File: config.mk
export PLATFORM = sky130hd
export DESIGN_NAME = instruction_fetch
export DESIGN_NICKNAME = d
export VERILOG_FILES = /design/src/rtl/instruction_fetch.sv
export SDC_FILE = /design/constraint.sdc
export NUM_CORES = 1
export LEC_CHECK = 0
export BUFFER_PORTS_ARGS = -buffer_cell sky130_fd_sc_hd__buf_2
export CORE_AREA = 2 2 94 96
export DETAILED_ROUTE_END_ITERATION = 7
export DIE_AREA = 0 0 96 98
export PLACE_DENSITY = 0.52
export REMOVE_ABC_BUFFERS = 1
export SYNTH_ARGS = -nofsm -noshare
export SYNTH_HDL_FRONTEND = slang
export SYNTH_SLANG_ARGS = --single-unit
export TNS_END_PERCENT = 1
File: constraint.sdc
create_clock -name clk_in -period 2.15 [get_ports clk_in]
set_input_delay 0.215 -clock clk_in [delete_from_list [all_inputs] [get_ports clk_in]]
set_output_delay 0.215 -clock clk_in [all_outputs]
set_load 0.03 [all_outputs]
File: src/rtl/instruction_fetch.sv
// Instruction fetch unit: reads each 16-bit instruction as two byte reads (high byte first) and strobes it into the IR.
// Optional ack timeout with sticky fault flag is enabled by defining FETCH_TIMEOUT_EN.
module instruction_fetch #(
  parameter int                     PC_WIDTH       = 12,
  parameter logic [PC_WIDTH-1:0]    RESET_PC       = '0,
  parameter int                     TIMEOUT_CYCLES = 15
) (
  input  logic                clk_in,
  input  logic                reset_n_in,
  input  logic                fetch_req_in,
  input  logic                pc_load_en_in,
  input  logic [PC_WIDTH-1:0] pc_load_data_in,
  output logic [PC_WIDTH-1:0] pc_out,
  output logic                mem_req_out,
  output logic [PC_WIDTH:0]   mem_addr_out,
  input  logic                mem_ack_in,
  input  logic [7:0]          mem_data_in,
  output logic                ir_write_en_out,
  output logic [15:0]         ir_data_out,
  output logic                busy_out,
  output logic                fault_out
);

  localparam logic [1:0] S_IDLE   = 2'd0;
  localparam logic [1:0] S_REQ_HI = 2'd1;
  localparam logic [1:0] S_REQ_LO = 2'd2;
  localparam logic [1:0] S_DONE   = 2'd3;

  logic [1:0]          state_q, state_d;
  logic [PC_WIDTH-1:0] pc_q, pc_d;
  logic                pend_en_q, pend_en_d;
  logic [PC_WIDTH-1:0] pend_pc_q, pend_pc_d;
  logic [7:0]          hi_q, hi_d;
  logic [15:0]         ir_q, ir_d;
  logic                timeout;
  logic                in_req;

  assign in_req = (state_q == S_REQ_HI) || (state_q == S_REQ_LO);

`ifdef FETCH_TIMEOUT_EN
  localparam int CNT_W = $clog2(TIMEOUT_CYCLES + 1);
  logic [CNT_W-1:0] cnt_q, cnt_d;
  logic             fault_q, fault_d;

  // Timeout fires on the last allowed cycle of a byte wait, so the byte gets exactly TIMEOUT_CYCLES cycles.
  assign timeout = in_req && !mem_ack_in && (cnt_q == CNT_W'(TIMEOUT_CYCLES - 1));

  always_comb begin
    cnt_d   = '0;
    fault_d = fault_q;
    if (in_req && (state_d == state_q)) begin
      cnt_d = cnt_q + 1'b1;
    end
    if (timeout) begin
      fault_d = 1'b1;
    end
  end

  always_ff @(posedge clk_in or negedge reset_n_in) begin
    if (!reset_n_in) begin
      cnt_q   <= '0;
      fault_q <= 1'b0;
    end else begin
      cnt_q   <= cnt_d;
      fault_q <= fault_d;
    end
  end

  assign fault_out = fault_q;
`else
  assign timeout   = 1'b0;
  assign fault_out = 1'b0;
`endif

  always_comb begin
    state_d   = state_q;
    pc_d      = pc_q;
    pend_en_d = pend_en_q;
    pend_pc_d = pend_pc_q;
    hi_d      = hi_q;
    ir_d      = ir_q;
    case (state_q)
      S_IDLE: begin
        if (pc_load_en_in) begin
          pc_d = pc_load_data_in;
        end
        if (fetch_req_in) begin
          state_d = S_REQ_HI;
        end
      end
      S_REQ_HI: begin
        if (pc_load_en_in) begin
          pend_en_d = 1'b1;
          pend_pc_d = pc_load_data_in;
        end
        if (mem_ack_in) begin
          hi_d    = mem_data_in;
          state_d = S_REQ_LO;
        end else if (timeout) begin
          ir_d    = 16'h0000;
          state_d = S_DONE;
        end
      end
      S_REQ_LO: begin
        if (pc_load_en_in) begin
          pend_en_d = 1'b1;
          pend_pc_d = pc_load_data_in;
        end
        if (mem_ack_in) begin
          ir_d    = {hi_q, mem_data_in};
          state_d = S_DONE;
        end else if (timeout) begin
          ir_d    = 16'h0000;
          state_d = S_DONE;
        end
      end
      default: begin
        // A branch arriving in DONE itself overrides one that was parked during the fetch.
        if (pc_load_en_in) begin
          pc_d = pc_load_data_in;
        end else if (pend_en_q) begin
          pc_d = pend_pc_q;
        end else begin
          pc_d = pc_q + 1'b1;
        end
        pend_en_d = 1'b0;
        state_d   = S_IDLE;
      end
    endcase
  end

  always_ff @(posedge clk_in or negedge reset_n_in) begin
    if (!reset_n_in) begin
      state_q   <= S_IDLE;
      pc_q      <= RESET_PC;
      pend_en_q <= 1'b0;
      pend_pc_q <= '0;
      hi_q      <= 8'h00;
      ir_q      <= 16'h0000;
    end else begin
      state_q   <= state_d;
      pc_q      <= pc_d;
      pend_en_q <= pend_en_d;
      pend_pc_q <= pend_pc_d;
      hi_q      <= hi_d;
      ir_q      <= ir_d;
    end
  end

  assign pc_out          = pc_q;
  assign mem_req_out     = in_req;
  assign mem_addr_out    = {pc_q, (state_q == S_REQ_LO)};
  assign ir_write_en_out = (state_q == S_DONE);
  assign ir_data_out     = ir_q;
  assign busy_out        = (state_q != S_IDLE);

endmodule

Yosys cells after proc, flatten, opt, wreduce, memory -nomap -nowiden. Index checks and enable logic that the tools add are counted.

Register bits after elaboration: 51. Input bits: 25. Word-level logic and storage cells: 37.

$add $sub $neg: 1. Equal/unequal tests: 8. Multiplexer cells: 10. Bitwise operators: 2. Reduce and logical (&&, ||, !) cells: 10.

Operator list (number): 2-to-1 mux 12 bit (3); one-hot mux 12 bit (2 select lines) (1); adder 12 x 1 -> 12 bit, second input constant (1); AND reduction 2 bit (5); 2-to-1 mux 2 bit (3); != test 2 bit, second input constant (3); one-hot mux 2 bit (3 select lines) (1); == test 2 bit, second input constant (2); != test 2 x 1 -> 1 bit, second input constant (2); AND reduction 3 bit (1); == test 2 x 1 -> 1 bit, second input constant (1); zero test 2 bit (1); inverter 1 bit (2); one-hot mux 1 bit (2 select lines) (1); nonzero test 2 bit (1); OR reduction 2 bit (1); logical OR 1 bit (1); 2-to-1 mux 1 bit (1).

Logic depth before layout (Yosys ltp).
Depth in word-level cells: 4. Mapped depth: 7. Mapped depth without buffers: 6.

Worst setup path after synthesis. OpenSTA, ideal clock, no wires.

Path kind: register -> register. Start point: reg state_q[0]. End point: reg pc_q[0] (netlist: pc_out[0]). Library setup time: 104 ps. Arrival: 1680 ps. Path slack: 367 ps. Stages on the path, launching flop included: 8. Path buffers: 1. Clock period less this slack: 1783 ps. Cells stage by stage: dfrtp_1 -> inv_1 -> ha_1 -> clkbuf_1 -> nor2_1 -> o211ai_1 -> o21ai_0 -> a221oi_1.

Longest elaborated chain between the ends: 4.

Ends and longest elaborated chain: start, declared (line 29) `logic [1:0] state_q, state_d;`; start signal, assigned (line 141) `state_q <= state_d;`; == test 2 bit or == test 2 x 1 -> 1 bit (tied branches) (line 82) `case (state_q)`; OR reduction 2 bit (no source line); inverter 1 bit (no source line); AND reduction 2 bit (no source line); end signal, assigned (line 142) `pc_q <= pc_d;`; end, declared (line 30) `logic [PC_WIDTH-1:0] pc_q, pc_d;`.

Parallel ways exist; a longest one is shown, timed or not. A chain may end at the register's enable or synchronous reset.

Worst setup path in the final report.
Start point: reg state_q[0]. End point: reg pend_pc_q[7].

Longest elaborated chain between the ends: 3.

Ends and longest elaborated chain: == test 2 bit or == test 2 x 1 -> 1 bit (tied branches) (line 82); OR reduction 2 bit (no source line) (*); AND reduction 2 bit (no source line) (*); end signal, assigned (line 144) `pend_pc_q <= pend_pc_d;`; end, declared (line 32) `logic [PC_WIDTH-1:0] pend_pc_q, pend_pc_d;`.

Every way passes the cells marked *; elsewhere a longest branch is shown, timed or not.

==> out/qor.txt <==
Critical R2R Launch: state_q[0]
#FFs+latches synth: 51
Critical Path Sink: pend_pc_q[7]
Layout area overhead: 19.8%
WS Path Type: flip-flop to flip-flop
fillcell total: 882
Area after DPL: 2940 um^2
dpl cells: 382
row count: 34
post-CTS setup buffers: 0
Worst setup SP type: flip-flop
initial DRC count: 75
vias: 1909
Design Area, Final: 3030 um^2
worst-skew pair later-pin latency: 0.30 ns
peak supply drop: 0.000724 V
Post-Synthesis Cells: 220
Max Clk Rate: 540 MHz
# IOs: 70
die height: 98 um
GRT Residual Overflow: 0
setup total negative slack: 0 ns
Final Util: 35.8%
R2R depth: 4
R2R Path End: pend_pc_q[7]
min cycle time layout: 1.85 ns
clk buf depth: 2
fin cells: 390
commonest non-fill, non-tap cell in the layout: buf_2
CORE AREA: 8470 um^2
clock buffer count from CTS: 5
Placer Congestion: 0.778
Worst Hold Class: primary input to flip-flop
nets: 312
CTS H-tree lvls: 2
CTS tree: done
R2R Setup Slk: 0.30 ns
Worst Hold Margin: 0.159 ns
CTS sink count: 51
I/O Buffers: 68
CP arrival: 2.04 ns
area taken by multi-input logic gates: 1080 um^2
outcome: finished clean
Root Buffer: clkbuf_8
crit path launch: state_q[0]
commonest cells after routing, fill and taps aside: buf_2 (68), dfrtp_1 (51), mux2_2 (37)
period utilisation layout: 86.2%
syn avg cell area: 11.5 um^2
Max FO, Critical Path: 14
max-cap violations: 0
Yosys cell types: 45
Initial DRT Pass Iterations: 4
Synth Cell Area: 2530 um^2
data required time of the worst path: 2.34 ns
wire per inst: 14.4 um
DRT Wirelength: 5.61 mm
EDFF count, synth: 0
Die Wd: 96 um
Cell Pwr Density: 1820 nW/um^2
first-pass GRT wire length: 9.63 mm
area of the die: 9410 um^2
number of global-route vias before repair: 1935
initial antenna violation count: 0
Final Setup Violations: 0
synth warn: 0
max-slew violations: 0
Worst-Margin Slew: 0.587 ns
Setup crit end kind: flip-flop
Worst-path clk slew: 0.09 ns
# diodes: 0
Initial Utilization: 29.9%
DRC Markers: 0
worst clock skew: 0.00515 ns
hpwl dp: 4.17 mm
Post-synth ARST share: 100%
Slew HR: 60.9%
Leakage: 1.39 nW
FF/Latch Area: 1280 um^2
vias per cell: 4.89
final antenna-violating net count: 0
Total GRT Usage: 12.8%
Top FF cell, synth: dfrtp_1
unrepaired setup endpoints after global routing: no
largest net degree at the start of global routing: 30
final hold vios: 0
layout cells sized above 1: 42.9%
fraction of the yosys area taken by sequential cells: 50.4%
[cells by family after synthesis]
group                      after synthesis  share of synthesized area [%]
xor gates and xnor gates                 4                           1.38
and+or+nand+nor                         47                           10.1
DFF                                     51                           50.4
buffers and inverters                   31                           6.87
AOI/OAI and AO/OA                       42                           11.4
adders and majority gates                5                           2.47
other                                    1                          0.148
muxes                                   39                           17.2
[repair_timing]
action | CTS | global route
endpoints found under the hold margin | 22 | 0
resized for setup | 0 | 0
hold buffers | 1 | 0
[Yosys cell counts, drive strengths merged (2+ instances only)]
cell	count	area share (%)
a21oi	9	1.8
a22oi	4	1.2
a31oi	2	0.49
buf	19	5.1
clkbuf	2	0.30
dfrtp	51	50
ha	5	2.5
inv	10	1.5
mux2	37	16
mux2i	2	0.79
nand2	13	1.9
nand2b	5	1.2
nand3	8	2.1
nand4	2	0.74
nor2	7	1.0
nor2b	2	0.49
nor3	3	0.59
nor3b	2	0.59
nor4	2	0.49
o211ai	3	0.89
o21a	2	0.59
o21ai	6	1.2
o22ai	2	0.49
o311ai	2	0.69
o31ai	3	0.89
xnor2	3	1.0
[through the flow]
step                power, mW  setup WS, ns
floorplan                4.04        0.0699
global placement         4.98         0.369
detailed placement       5.02         0.323
CTS                      5.59         0.294
global route             5.99         0.131
finish                   5.53         0.298
[final cells by class]
cell class                 instances  share of cell area (%)
multi-input combinational        138                    35.7
timing repair buffer              76                    13.7
clock buffer                       6                    2.72
sequential                        51                    42.1
tap                              108                    4.45
clock inverter                     1                   0.165
inverter                          10                    1.24
[state kept, by name, summed over array words and instances, names as in the netlist]
register,cells
pc_out,12
ir_data_out,16
hi_q,8
pend_en_q,1
pend_pc_q,12
state_q,2
[critical path, cell delays in order (launching register included)]
cell and delay, ns:
dfrtp_1 0.40, inv_1 0.08, ha_1 0.39, nand2_1 0.47, mux2_2 0.40
[how the worst min path moves through the flow]
stage | startpoint | end | slack (ns) | depth (start not counted)
6_report | mem_data_in[2] | ir_data_out[2] | 0.16 | 2
5_1_grt | mem_data_in[2] | ir_data_out[2] | 0.15 | 2
4_1_cts | mem_data_in[2] | ir_data_out[2] | 0.15 | 2
3_5_place_dp | reset_n_in | pc_out[2] | 0.24 | 1
3_3_place_gp | reset_n_in | pc_out[1] | 0.24 | 1
2_1_floorplan | reset_n_in | hi_q[0] | -0.08 | 0
[metal layers]
metal / GRT usage (%) / share of wire, % / vias to the layer above
li1: - / - / 897
met1: 17.4 / 46 / 947
met2: 20.7 / 47 / 61
met3: 3.16 / 6.4 / 4
met4: 2.75 / 0.53 / 0
met5: 0 / 0 / -
[report_power, final]
group          total [mW]  switching, mW  internal [mW]  leakage [nW]
sequential           1.85          0.391           1.46         0.609
clock               0.565          0.312          0.254        0.0470
combinational        3.12           1.89           1.23         0.736
Power figures use the tool's default switching activity.
